==> config.mk <==
export PLATFORM = sky130hd
export DESIGN_NAME = lsu_affine_ctx
export DESIGN_NICKNAME = d
export VERILOG_FILES = /design/src/rtl/lsu_affine_ctx_pkg.sv /design/src/rtl/lsu_affine_ctx_agu.sv /design/src/rtl/lsu_affine_ctx.sv
export SDC_FILE = /design/constraint.sdc
export NUM_CORES = 1
export LEC_CHECK = 0
export CORE_MARGIN = 8
export CORE_UTILIZATION = 30
export CTS_BUF_LIST = sky130_fd_sc_hd__clkbuf_16
export CTS_CLUSTER_DIAMETER = 150
export CTS_CLUSTER_SIZE = 25
export DETAILED_ROUTE_END_ITERATION = 16
export PLACE_DENSITY = 0.5
export SYNTH_ARGS = -nofsm -noshare
export SYNTH_HDL_FRONTEND = slang
export SYNTH_SLANG_ARGS = --single-unit
==> constraint.sdc <==
create_clock -name clk -period 3.3 [get_ports clk]
set_input_delay 0.33 -clock clk [delete_from_list [all_inputs] [get_ports clk]]
set_output_delay 0.33 -clock clk [all_outputs]
set_load 0.03 [all_outputs]
==> src/rtl/lsu_affine_ctx_pkg.sv <==
// ============================================================================
// Module : lsu_affine_ctx_pkg
// Brief  : Instruction field layout and AGU config packing shared by the LSU.
// Rev    : 1.0 - initial release
// ============================================================================
`default_nettype none

package lsu_affine_ctx_pkg;

  localparam int LSU_INST_W    = 11;
  localparam int LSU_SEL_W     = 2;

  localparam int REN_BIT       = 10;
  localparam int WEN_BIT       = 9;
  localparam int R_SEL_LSB     = 7;
  localparam int W_SEL_LSB     = 5;
  localparam int ADDR_SEL_LSB  = 3;
  localparam int STORE_SEL_BIT = 0;

  // agu_cfg is packed {base, stride_i, stride_j, bound_i, bound_j}, MSB first
  function automatic int cfg_width(input int aw, input int cw);
    return 3 * aw + 2 * cw;
  endfunction

  function automatic int cfg_base_lsb(input int aw, input int cw);
    return 2 * cw + 2 * aw;
  endfunction

  function automatic int cfg_stride_i_lsb(input int aw, input int cw);
    return 2 * cw + aw;
  endfunction

  function automatic int cfg_stride_j_lsb(input int cw);
    return 2 * cw;
  endfunction

  function automatic int cfg_bound_i_lsb(input int cw);
    return cw;
  endfunction

endpackage

`default_nettype wire

==> src/rtl/lsu_affine_ctx_agu.sv <==
// ============================================================================
// Module : lsu_agu
// Brief  : Two-level affine address generator advanced by accepted accesses.
// Rev    : 1.0 - initial release
// ============================================================================
`default_nettype none

module lsu_agu
  import lsu_affine_ctx_pkg::*;
#(
  parameter int ADDR_W = 10,
  parameter int CNT_W  = 16
) (
  input  logic                          clk,
  input  logic                          rst_n,
  input  logic                          cfg_we,
  input  logic [3*ADDR_W+2*CNT_W-1:0]   cfg,
  input  logic                          accept,
  output logic [ADDR_W-1:0]             addr,
  output logic                          done
);

  localparam int BASE_LSB     = cfg_base_lsb(ADDR_W, CNT_W);
  localparam int STRIDE_I_LSB = cfg_stride_i_lsb(ADDR_W, CNT_W);
  localparam int STRIDE_J_LSB = cfg_stride_j_lsb(CNT_W);
  localparam int BOUND_I_LSB  = cfg_bound_i_lsb(CNT_W);

  logic [ADDR_W-1:0] r_base, r_stride_i, r_stride_j, r_acc_i, r_acc_j;
  logic [CNT_W-1:0]  r_bound_i, r_bound_j, r_cnt_i, r_cnt_j;
  logic              r_done;

  always_ff @(posedge clk or negedge rst_n) begin
    if (!rst_n) begin
      r_base     <= '0;
      r_stride_i <= '0;
      r_stride_j <= '0;
      r_bound_i  <= '0;
      r_bound_j  <= '0;
      r_cnt_i    <= '0;
      r_cnt_j    <= '0;
      r_acc_i    <= '0;
      r_acc_j    <= '0;
      r_done     <= 1'b0;
    end else begin
      r_done <= 1'b0;
      // a config load restarts the sweep; a coincident access is not counted
      if (cfg_we) begin
        r_base     <= cfg[BASE_LSB +: ADDR_W];
        r_stride_i <= cfg[STRIDE_I_LSB +: ADDR_W];
        r_stride_j <= cfg[STRIDE_J_LSB +: ADDR_W];
        r_bound_i  <= cfg[BOUND_I_LSB +: CNT_W];
        r_bound_j  <= cfg[0 +: CNT_W];
        r_cnt_i    <= '0;
        r_cnt_j    <= '0;
        r_acc_i    <= '0;
        r_acc_j    <= '0;
      end else if (accept) begin
        if (r_cnt_j < r_bound_j) begin
          r_cnt_j <= r_cnt_j + CNT_W'(1);
          r_acc_j <= r_acc_j + r_stride_j;
        end else begin
          r_cnt_j <= '0;
          r_acc_j <= '0;
          if (r_cnt_i < r_bound_i) begin
            r_cnt_i <= r_cnt_i + CNT_W'(1);
            r_acc_i <= r_acc_i + r_stride_i;
          end else begin
            r_cnt_i <= '0;
            r_acc_i <= '0;
            r_done  <= 1'b1;
          end
        end
      end
    end
  end

  assign addr = r_base + r_acc_i + r_acc_j;
  assign done = r_done;

endmodule

`default_nettype wire

==> src/rtl/lsu_affine_ctx.sv <==
// ============================================================================
// Module : lsu_affine_ctx
// Brief  : CGRA tile LSU replaying a context buffer with affine addressing.
// Rev    : 1.0 - initial release
// ============================================================================
`default_nettype none

module lsu_affine_ctx
  import lsu_affine_ctx_pkg::*;
#(
  parameter int DATA_W    = 32,
  parameter int ADDR_W    = 10,
  parameter int SEL_W     = LSU_SEL_W,
  parameter int INST_W    = LSU_INST_W,
  parameter int CFG_DEPTH = 16,
  parameter int CNT_W     = 16
) (
  input  logic                          clk,
  input  logic                          rst_n,
  input  logic                          init,
  input  logic [INST_W-1:0]             inst_in,
  input  logic                          run,
  input  logic                          agu_cfg_we,
  input  logic [3*ADDR_W+2*CNT_W-1:0]   agu_cfg,
  input  logic [DATA_W-1:0]             pe_in,
  input  logic                          rd_valid,
  input  logic [DATA_W-1:0]             rd_data,
  input  logic                          mem_req_ready,
  output logic                          mem_req_valid,
  output logic                          mem_ren,
  output logic                          mem_wen,
  output logic [SEL_W-1:0]              r_sel,
  output logic [SEL_W-1:0]              w_sel,
  output logic [SEL_W-1:0]              addr_sel,
  output logic [ADDR_W-1:0]             mem_addr,
  output logic [DATA_W-1:0]             wr_data,
  output logic [DATA_W-1:0]             lsu_to_pe,
  output logic                          stall,
  output logic                          agu_done
);

  localparam int PTR_W = $clog2(CFG_DEPTH);

  logic [INST_W-1:0] r_ctx_buf [CFG_DEPTH];
  logic [PTR_W-1:0]  r_init_ptr, r_run_ptr;
  logic [INST_W-1:0] r_inst;
  logic [DATA_W-1:0] r_load, r_store;
  logic              w_accept;
  logic              w_store_sel;
  logic              w_unused_rsvd;

  always_ff @(posedge clk or negedge rst_n) begin
    if (!rst_n) begin
      for (int k = 0; k < CFG_DEPTH; k++) r_ctx_buf[k] <= '0;
      r_init_ptr <= '0;
    end else if (init) begin
      r_ctx_buf[r_init_ptr] <= inst_in;
      r_init_ptr            <= r_init_ptr + PTR_W'(1);
    end
  end

  // init owns the cycle; a stalled request keeps its instruction
  always_ff @(posedge clk or negedge rst_n) begin
    if (!rst_n) begin
      r_inst    <= '0;
      r_run_ptr <= '0;
    end else if (!init && run && !stall) begin
      r_inst    <= r_ctx_buf[r_run_ptr];
      r_run_ptr <= r_run_ptr + PTR_W'(1);
    end
  end

  always_ff @(posedge clk or negedge rst_n) begin
    if (!rst_n) begin
      r_load  <= '0;
      r_store <= '0;
    end else begin
      if (rd_valid) r_load <= rd_data;
      if (!stall)   r_store <= w_store_sel ? r_load : pe_in;
    end
  end

  assign mem_ren       = r_inst[REN_BIT];
  assign mem_wen       = r_inst[WEN_BIT];
  assign r_sel         = r_inst[R_SEL_LSB +: SEL_W];
  assign w_sel         = r_inst[W_SEL_LSB +: SEL_W];
  assign addr_sel      = r_inst[ADDR_SEL_LSB +: SEL_W];
  assign w_store_sel   = r_inst[STORE_SEL_BIT];
  assign w_unused_rsvd = ^r_inst[ADDR_SEL_LSB-1:STORE_SEL_BIT+1];

  assign mem_req_valid = mem_ren | mem_wen;
  assign stall         = mem_req_valid & ~mem_req_ready;
  assign w_accept      = mem_req_valid & mem_req_ready;
  assign wr_data       = r_store;
  assign lsu_to_pe     = r_load;

  lsu_agu #(
    .ADDR_W (ADDR_W),
    .CNT_W  (CNT_W)
  ) u_agu (
    .clk    (clk),
    .rst_n  (rst_n),
    .cfg_we (agu_cfg_we),
    .cfg    (agu_cfg),
    .accept (w_accept),
    .addr   (mem_addr),
    .done   (agu_done)
  );

endmodule

`default_nettype wire

==> results of run 1 <==
==> sequential cells by signal (all words and copies together), names as in the netlist, 4 cells and up <==
| register | flops |
|---|---|
| r_ctx_buf | 144 |
| r_run_ptr | 4 |
| u_agu.r_acc_i | 10 |
| r_init_ptr | 4 |
| u_agu.r_stride_j | 10 |
| u_agu.r_acc_j | 10 |
| u_agu.r_bound_i | 16 |
| u_agu.r_cnt_i | 16 |
| u_agu.r_stride_i | 10 |
| wr_data | 32 |
| r_inst | 9 |
| u_agu.r_base | 10 |
| lsu_to_pe | 32 |
| u_agu.r_cnt_j | 16 |
| u_agu.r_bound_j | 16 |
==> worst max-delay path: cells and delay by family (launching register included) <==
| kind | cells | cell delay [ns] |
|---|---|---|
| fa+ha+maj | 3 | 1.02 |
| compound gates | 4 | 0.83 |
| flops | 1 | 0.42 |
| buf+inv | 1 | 0.18 |
| xor+xnor | 1 | 0.15 |
| simple gates | 1 | 0.06 |
==> layer usage <==
metal  track usage  wire length [µm]  vias up
li1              -                 -     5217
met4       0.02248               656        6
met3       0.02573              1900       36
met1        0.1902             20860     5608
met5             0                47        -
met2        0.2256             20680      192
==> power by group <==
part	switching [mW]	internal (mW)
sequential	0.984	5.49
clock	1.38	0.951
combinational	3.40	3.67
total	5.76	10.1
==> cells in the mapped netlist, drive strengths merged (2+ instances only) <==
| library cell | number |
|---|---|
| nor4 | 2 |
| xor2 | 19 |
| and3 | 11 |
| fa | 12 |
| o21ai | 103 |
| or2 | 4 |
| a211o | 4 |
| a2111oi | 2 |
| inv | 53 |
| a22o | 10 |
| xnor2 | 22 |
| o2111ai | 3 |
| a21oi | 14 |
| mux2 | 217 |
| nor2b | 17 |
| nand3 | 25 |
| buf | 29 |
| o31ai | 2 |
| a221oi | 4 |
| dfrtp | 340 |
| ha | 63 |
| o2bb2ai | 4 |
| nand4 | 19 |
| o21a | 8 |
| and2 | 3 |
| a211oi | 8 |
| clkbuf | 43 |
| nand2b | 7 |
| o211ai | 13 |
| nor3 | 12 |
| o211a | 2 |
| a31oi | 3 |
| mux2i | 33 |
| a21o | 9 |
| nor2 | 47 |
| nand2 | 100 |
| o41ai | 7 |
| or4 | 2 |
| mux4 | 45 |
==> repair_timing <==
item / CTS / global route
endpoints found under the setup margin: 7 / 5
gates resized for setup: 16 / 6
setup buffers: 6 / 0
hold buffers: 1 / 0
pin swaps: 12 / 3
endpoints found under the hold margin: 48 / 0
==> area by class of cell <==
type                       count  area (µm²)  share of cell area
sequential                   340        8512              0.4152
clock inverter                 5       30.03            0.001465
timing repair buffer         273        2681              0.1308
clock buffer                  17       425.4             0.02075
inverter                      53       198.9            0.009705
antenna                        1       2.502           0.0001221
multi-input combinational    865        7714              0.3763
tap                          748       935.9             0.04565
==> cells by family (layout without fill, tap and decap cells) <==
family / count (synthesis) / count (layout) / share of synthesized area
xor gates and xnor gates: 41 / 41 / 0.02152
muxes: 295 / 295 / 0.2269
adders and majority gates: 75 / 75 / 0.06163
DFF: 340 / 340 / 0.5098
buffers and inverters: 125 / 348 / 0.03051
AOI/OAI and AO/OA: 203 / 203 / 0.07797
and+or+nand+nor: 251 / 251 / 0.07160
other: 0 / 1 / 0
==> path summary, 6_finish.rpt <==
path	start	to
max reg2reg	u_agu.r_cnt_i[10]	u_agu.r_cnt_i[8]
max in group asynchronous	rst_n	r_run_ptr[0]
min	agu_cfg_we	u_agu.r_bound_i[5]
min in group asynchronous	rst_n	u_agu.r_stride_i[4]
max	u_agu.r_acc_j[1]	mem_addr[9]
min reg2reg	wr_data[30]	wr_data[30]
==> per-stage QoR <==
stage / worst slack (ns) / setup TNS (ns) / hold WS (ns) / power (mW)
3_3_place_gp: 0.1130 / 0 / 0.2945 / 13.58
5_1_grt: -0.4199 / -0.7561 / 0.3126 / 16.91
6_report: -0.2549 / -0.2932 / 0.2897 / 15.87
4_1_cts: -0.2928 / -0.4774 / 0.2668 / 16.14
3_5_place_dp: 0.08781 / 0 / 0.3031 / 13.72
2_1_floorplan: 0.02690 / 0 / 0.03441 / 11.15
==> flow_summary.json, run 1 <==
{
  "min_delay_path_depth": 3,
  "place.gp.congestion": 0.7874,
  "route.detailed.vias_per_inst": 4.804,
  "ys_ff_latch": 340,
  "synth_cell_type_count": 54,
  "fillCellCount": 5360,
  "routed_wirelength_mm": 44.15,
  "netlist.top_cell.by_area": "sky130_fd_sc_hd__dfrtp_1",
  "synthesis.area_per_instance_um2": 12.55,
  "crit_arrival_ns": 3.22,
  "layout-area-overhead-vs-synth_pct": 22.84,
  "cp_slowest_cell": "sky130_fd_sc_hd__fa_1",
  "ys.flop_type": "sky130_fd_sc_hd__dfrtp_1",
  "crit_type": "flip-flop to primary output",
  "max_cap_violations": 0,
  "design.die.area_um2": 63430,
  "tritoncts": "yes",
  "floorplan.die.height_um": 251.9,
  "fp-row-count": 86,
  "cts_root_buf": "sky130_fd_sc_hd__clkbuf_16",
  "grt_pass1_vias": 11560,
  "initial_core_util": 0.3029,
  "finish.instance_area_um2": 20500,
  "worst_skew_pair.late_latency_ns": 0.54,
  "achievable-frequency_mhz": 281.3,
  "drive_gt1_frac": 0.2312,
  "p_leak_nw": 8.793,
  "dpl.cell_count": 2272,
  "final-max-slew-violation-count": 0,
  "global_route_wire_length_before_repair_mm": 69.83,
  "antenna_violating_nets_post_route": 0,
  "placedInstanceArea_um2": 19960,
  "post_synth_inst_count": 1330,
  "routed-via-count": 11060,
  "end_kind": "primary output",
  "report.final.setup_viol": 3,
  "clock_tree.htree_level_count": 1,
  "yosys-top-cells-area": "sky130_fd_sc_hd__dfrtp_1 (51%), sky130_fd_sc_hd__mux2_2 (15%), sky130_fd_sc_hd__mux4_2 (6.1%)",
  "layout_common_cells": "sky130_fd_sc_hd__dfrtp_1 (337), sky130_fd_sc_hd__mux2_2 (217), sky130_fd_sc_hd__clkdlybuf4s50_1 (217)",
  "antenna_found_initial": 4,
  "r2r_cells": 7,
  "num-nets-final": 1769,
  "tightest_slew_ns": 1.087,
  "maximum_number_of_pins_on_one_net_before_global_route_repair": 110,
  "final_period_minus_worst_setup_slack_ns": 3.555,
  "crit_path_max_incr_delay_ns": 0.48,
  "ios": 229,
  "stdcell_count": 2302,
  "clock_sink_count": 340,
  "finalClockSkew_ns": 0.02374,
  "critical_path.cell_chain": "fa_1, ha_2, fa_2, a21o_1, a21oi_2, nor2b_1, o21a_1, o41a_1, xnor2_1, buf_4",
  "place.detailed.hpwl_mm": 30.94,
  "synth_sequential_area_ratio": 0.5098,
  "unrepaired_setup_endpoints_after_global_routing": "yes",
  "mappedNetlistArea_um2": 16690,
  "route.detailed.drc": 0,
  "layout_worst_path_cycle_share": 1.077,
  "grt.overflow.total": 0,
  "path_clk_slew_ns": 0.11,
  "synth_largest_type_area_fraction": 0.5098,
  "port_buffers": 226,
  "post-route-util": 0.3721,
  "power_density_nw_per_um2": 774.1,
  "ys.warnings.count": 0,
  "wire_per_inst_um": 19.18,
  "setup.reg_to_reg.worst_slack_ns": 0.63,
  "worst_slew_margin_rel": 0.2751,
  "grt_usage": 0.1372,
  "hold_class": "input port to flip-flop",
  "final_critical_path_setup_slack_ns": -0.2549,
  "coreArea_um2": 55090,
  "cts.path.max_buffers": 3,
  "synth_enable_flop_cells": 0,
  "mappedNetlistNets": 1549,
  "critPathRequiredTime_ns": 2.97,
  "tritoncts.num_buffers": 17,
  "vdd.ir_drop.worst_v": 0.0005182,
  "detailedRoute.firstIterationViolations": 511,
  "outcome": "complete, but fails checks",
  "mostFrequentLayoutCell": "sky130_fd_sc_hd__dfrtp_1",
  "async_flop_share": 1.000,
  "worstPathMaxFanout": 2,
  "die_x_um": 251.9,
  "violations_in_the_final_reports": "setup timing",
  "detailedRoute.firstPassIterationCount": 4,
  "hold_violations": 0,
  "start_kind": "flip-flop"
}
Power figures use the tool's default switching activity.
==> run 2, diff against run 1 <==
--- a/config.mk
+++ b/config.mk
@@ -5,6 +5,7 @@
 export SDC_FILE = /design/constraint.sdc
 export NUM_CORES = 1
 export LEC_CHECK = 0
+export CORE_ASPECT_RATIO = 1.2
 export CORE_MARGIN = 8
 export CORE_UTILIZATION = 30
 export CTS_BUF_LIST = sky130_fd_sc_hd__clkbuf_16
==> flow_summary.json, run 2 (same netlist as run 1, synthesis figures left out) <==
{
  "outcome": "complete, but fails checks",
  "violations_in_the_final_reports": "setup timing",
  "finish.instance_area_um2": 20550,
  "end_kind": "primary output",
  "finalClockSkew_ns": 0.01373,
  "worstPathMaxFanout": 2,
  "report.final.setup_viol": 3,
  "post-route-util": 0.3741,
  "antenna_found_initial": 5,
  "place.gp.congestion": 0.7789,
  "grt.busiest_layer": "met2",
  "wire_per_inst_um": 19.95,
  "largest_register_ff_count": 144,
  "antenna_violating_nets_post_route": 0,
  "place.detailed.hpwl_mm": 33.24,
  "cell_internal_pwr_mw": 10.14,
  "placedInstanceArea_um2": 20000,
  "max_cap_violations": 0,
  "route.detailed.drc": 0,
  "timing.hold.ws_ns": 0.2441,
  "layout_common_cells": "sky130_fd_sc_hd__dfrtp_1 (338), sky130_fd_sc_hd__mux2_2 (217), sky130_fd_sc_hd__clkdlybuf4s50_1 (216)",
  "registers.top_by_ff_count": "r_ctx_buf",
  "route.detailed.vias_per_inst": 4.823,
  "p_leak_nw": 8.845,
  "initial_core_util": 0.3038,
  "dpl.cell_count": 2254,
  "crit_type": "flip-flop to primary output",
  "grt_usage": 0.1401,
  "critical_path.cell_chain": "fa_1, ha_2, fa_2, a21o_1, a21oi_2, nor2b_1, o21a_1, o41a_1, xnor2_1, buf_4",
  "switching_power_mw": 5.813,
  "final_critical_path_setup_slack_ns": -0.2116,
  "grt_util_met2": 0.2469,
  "coreArea_um2": 54930,
  "layout_worst_path_cycle_share": 1.064,
  "tritoncts": "yes",
  "floorplan.die.height_um": 274.4,
  "worst_slew_margin_rel": 0.2387,
  "multiInputGateArea_um2": 7729,
  "p_comb_frac": 0.444,
  "ios": 229,
  "global_route_wire_length_before_repair_mm": 70.06,
  "achievable-frequency_mhz": 284.8,
  "clkPwrFrac": 0.146,
  "clock_sink_count": 340,
  "hold_violations": 0,
  "routed-via-count": 11020,
  "fillCellCount": 5348,
  "register_cell_area_after_layout_um2": 8511,
  "design.die.area_um2": 63460,
  "tritoncts.num_buffers": 17,
  "clock_tree.htree_level_count": 1,
  "stdcell_count": 2284,
  "cpLargestDelayFamily": "adder cells",
  "critPathRequiredTime_ns": 2.97,
  "drive_gt1_frac": 0.2364,
  "grt_use_met3": 0.02709,
  "tightest_slew_ns": 1.142,
  "hold_class": "input port to flip-flop",
  "num-nets-final": 1779,
  "final_period_minus_worst_setup_slack_ns": 3.512,
  "fp-row-count": 94,
  "crit_path_max_incr_delay_ns": 0.48,
  "place_worst_setup_slack_ns": 0.08920,
  "start_kind": "flip-flop",
  "cts_root_buf": "sky130_fd_sc_hd__clkbuf_16",
  "setup.reg_to_reg.worst_slack_ns": 0.62,
  "grt.overflow.total": 0,
  "detailedRoute.firstIterationViolations": 557,
  "worst_skew_pair.late_latency_ns": 0.53,
  "cp_slowest_cell": "sky130_fd_sc_hd__fa_1",
  "vdd.ir_drop.worst_v": 0.0003768,
  "path_clk_slew_ns": 0.11,
  "layout-area-overhead-vs-synth_pct": 23.11,
  "detailedRoute.firstPassIterationCount": 7,
  "unrepaired_setup_endpoints_after_global_routing": "yes",
  "port_buffers": 226,
  "maximum_number_of_pins_on_one_net_before_global_route_repair": 85,
  "routed_wirelength_mm": 45.58,
  "crit_arrival_ns": 3.18,
  "power.share.switching": 0.3643,
  "grt_util_met1": 0.1751,
  "grt_pass1_vias": 11390,
  "cp.buffers_inverters": 1,
  "die_x_um": 231.3,
  "final-max-slew-violation-count": 0,
  "seq_pwr_share": 0.410,
  "cts.path.max_buffers": 3,
  "power_density_nw_per_um2": 776.7,
  "mostFrequentLayoutCell": "sky130_fd_sc_hd__dfrtp_1"
}
## run 2: cell type report
cell class | count | share of cell area
well taps | 720 | 0.04385
repair buffers | 283 | 0.1341
inverters | 53 | 0.009683
flip-flops and latches | 340 | 0.4142
clock inverters | 3 | 0.0009135
multi-input cells | 865 | 0.3762
diodes | 3 | 0.0003654
clock buffers | 17 | 0.02071
## run 2: final timing paths
check,start,to,cells past startpoint
min,agu_cfg_we,u_agu.r_bound_j[5],3
min reg2reg,wr_data[29],wr_data[29],2
max in group asynchronous,rst_n,u_agu.r_cnt_i[11],3
max,u_agu.r_acc_j[1],mem_addr[9],10
min in group asynchronous,rst_n,u_agu.r_acc_j[6],2
max reg2reg,u_agu.r_cnt_i[5],u_agu.r_cnt_i[13],8
## run 2: metrics by stage
stage / total power [mW] / setup TNS, ns
after floorplan: 11.15 / 0
after global placement: 13.62 / 0
after detailed placement: 13.75 / 0
after CTS: 16.22 / -0.5528
after global routing: 16.98 / -0.7560
final: 15.96 / -0.3205
## run 2: power by group through the flow
stage / Clock [mW] / Combinational, mW / Sequential (mW)
6_report: 2.33 / 7.08 / 6.54
5_1_grt: 2.62 / 7.61 / 6.75
4_1_cts: 2.49 / 7.17 / 6.56
3_5_place_dp: 0 / 7.09 / 6.66
3_3_place_gp: 0 / 7.03 / 6.59
2_1_floorplan: 0 / 4.55 / 6.60
## run 2: worst min-delay path: stages
cell                      delay, ns
sky130_fd_sc_hd__buf_4         0.23
sky130_fd_sc_hd__nand2_1       0.09
sky130_fd_sc_hd__o21ai_0       0.07
## run 2: routing by layer
metal	share of wire	wire [µm]	vias to the layer above
li1	-	-	5221
met1	0.43	19390	5588
met2	0.51	23290	157
met3	0.044	2023	43
met4	0.018	828	6
met5	0.00079	36	-
## run 2: timing repair
item                                    in CTS  in global routing
setup buffers                                6                  0
endpoints found under the setup margin       8                  5
pin swaps                                   12                  9
hold endpoints to repair                    57                  0
resized for setup                           18                  5
hold buffers                                 1                  0
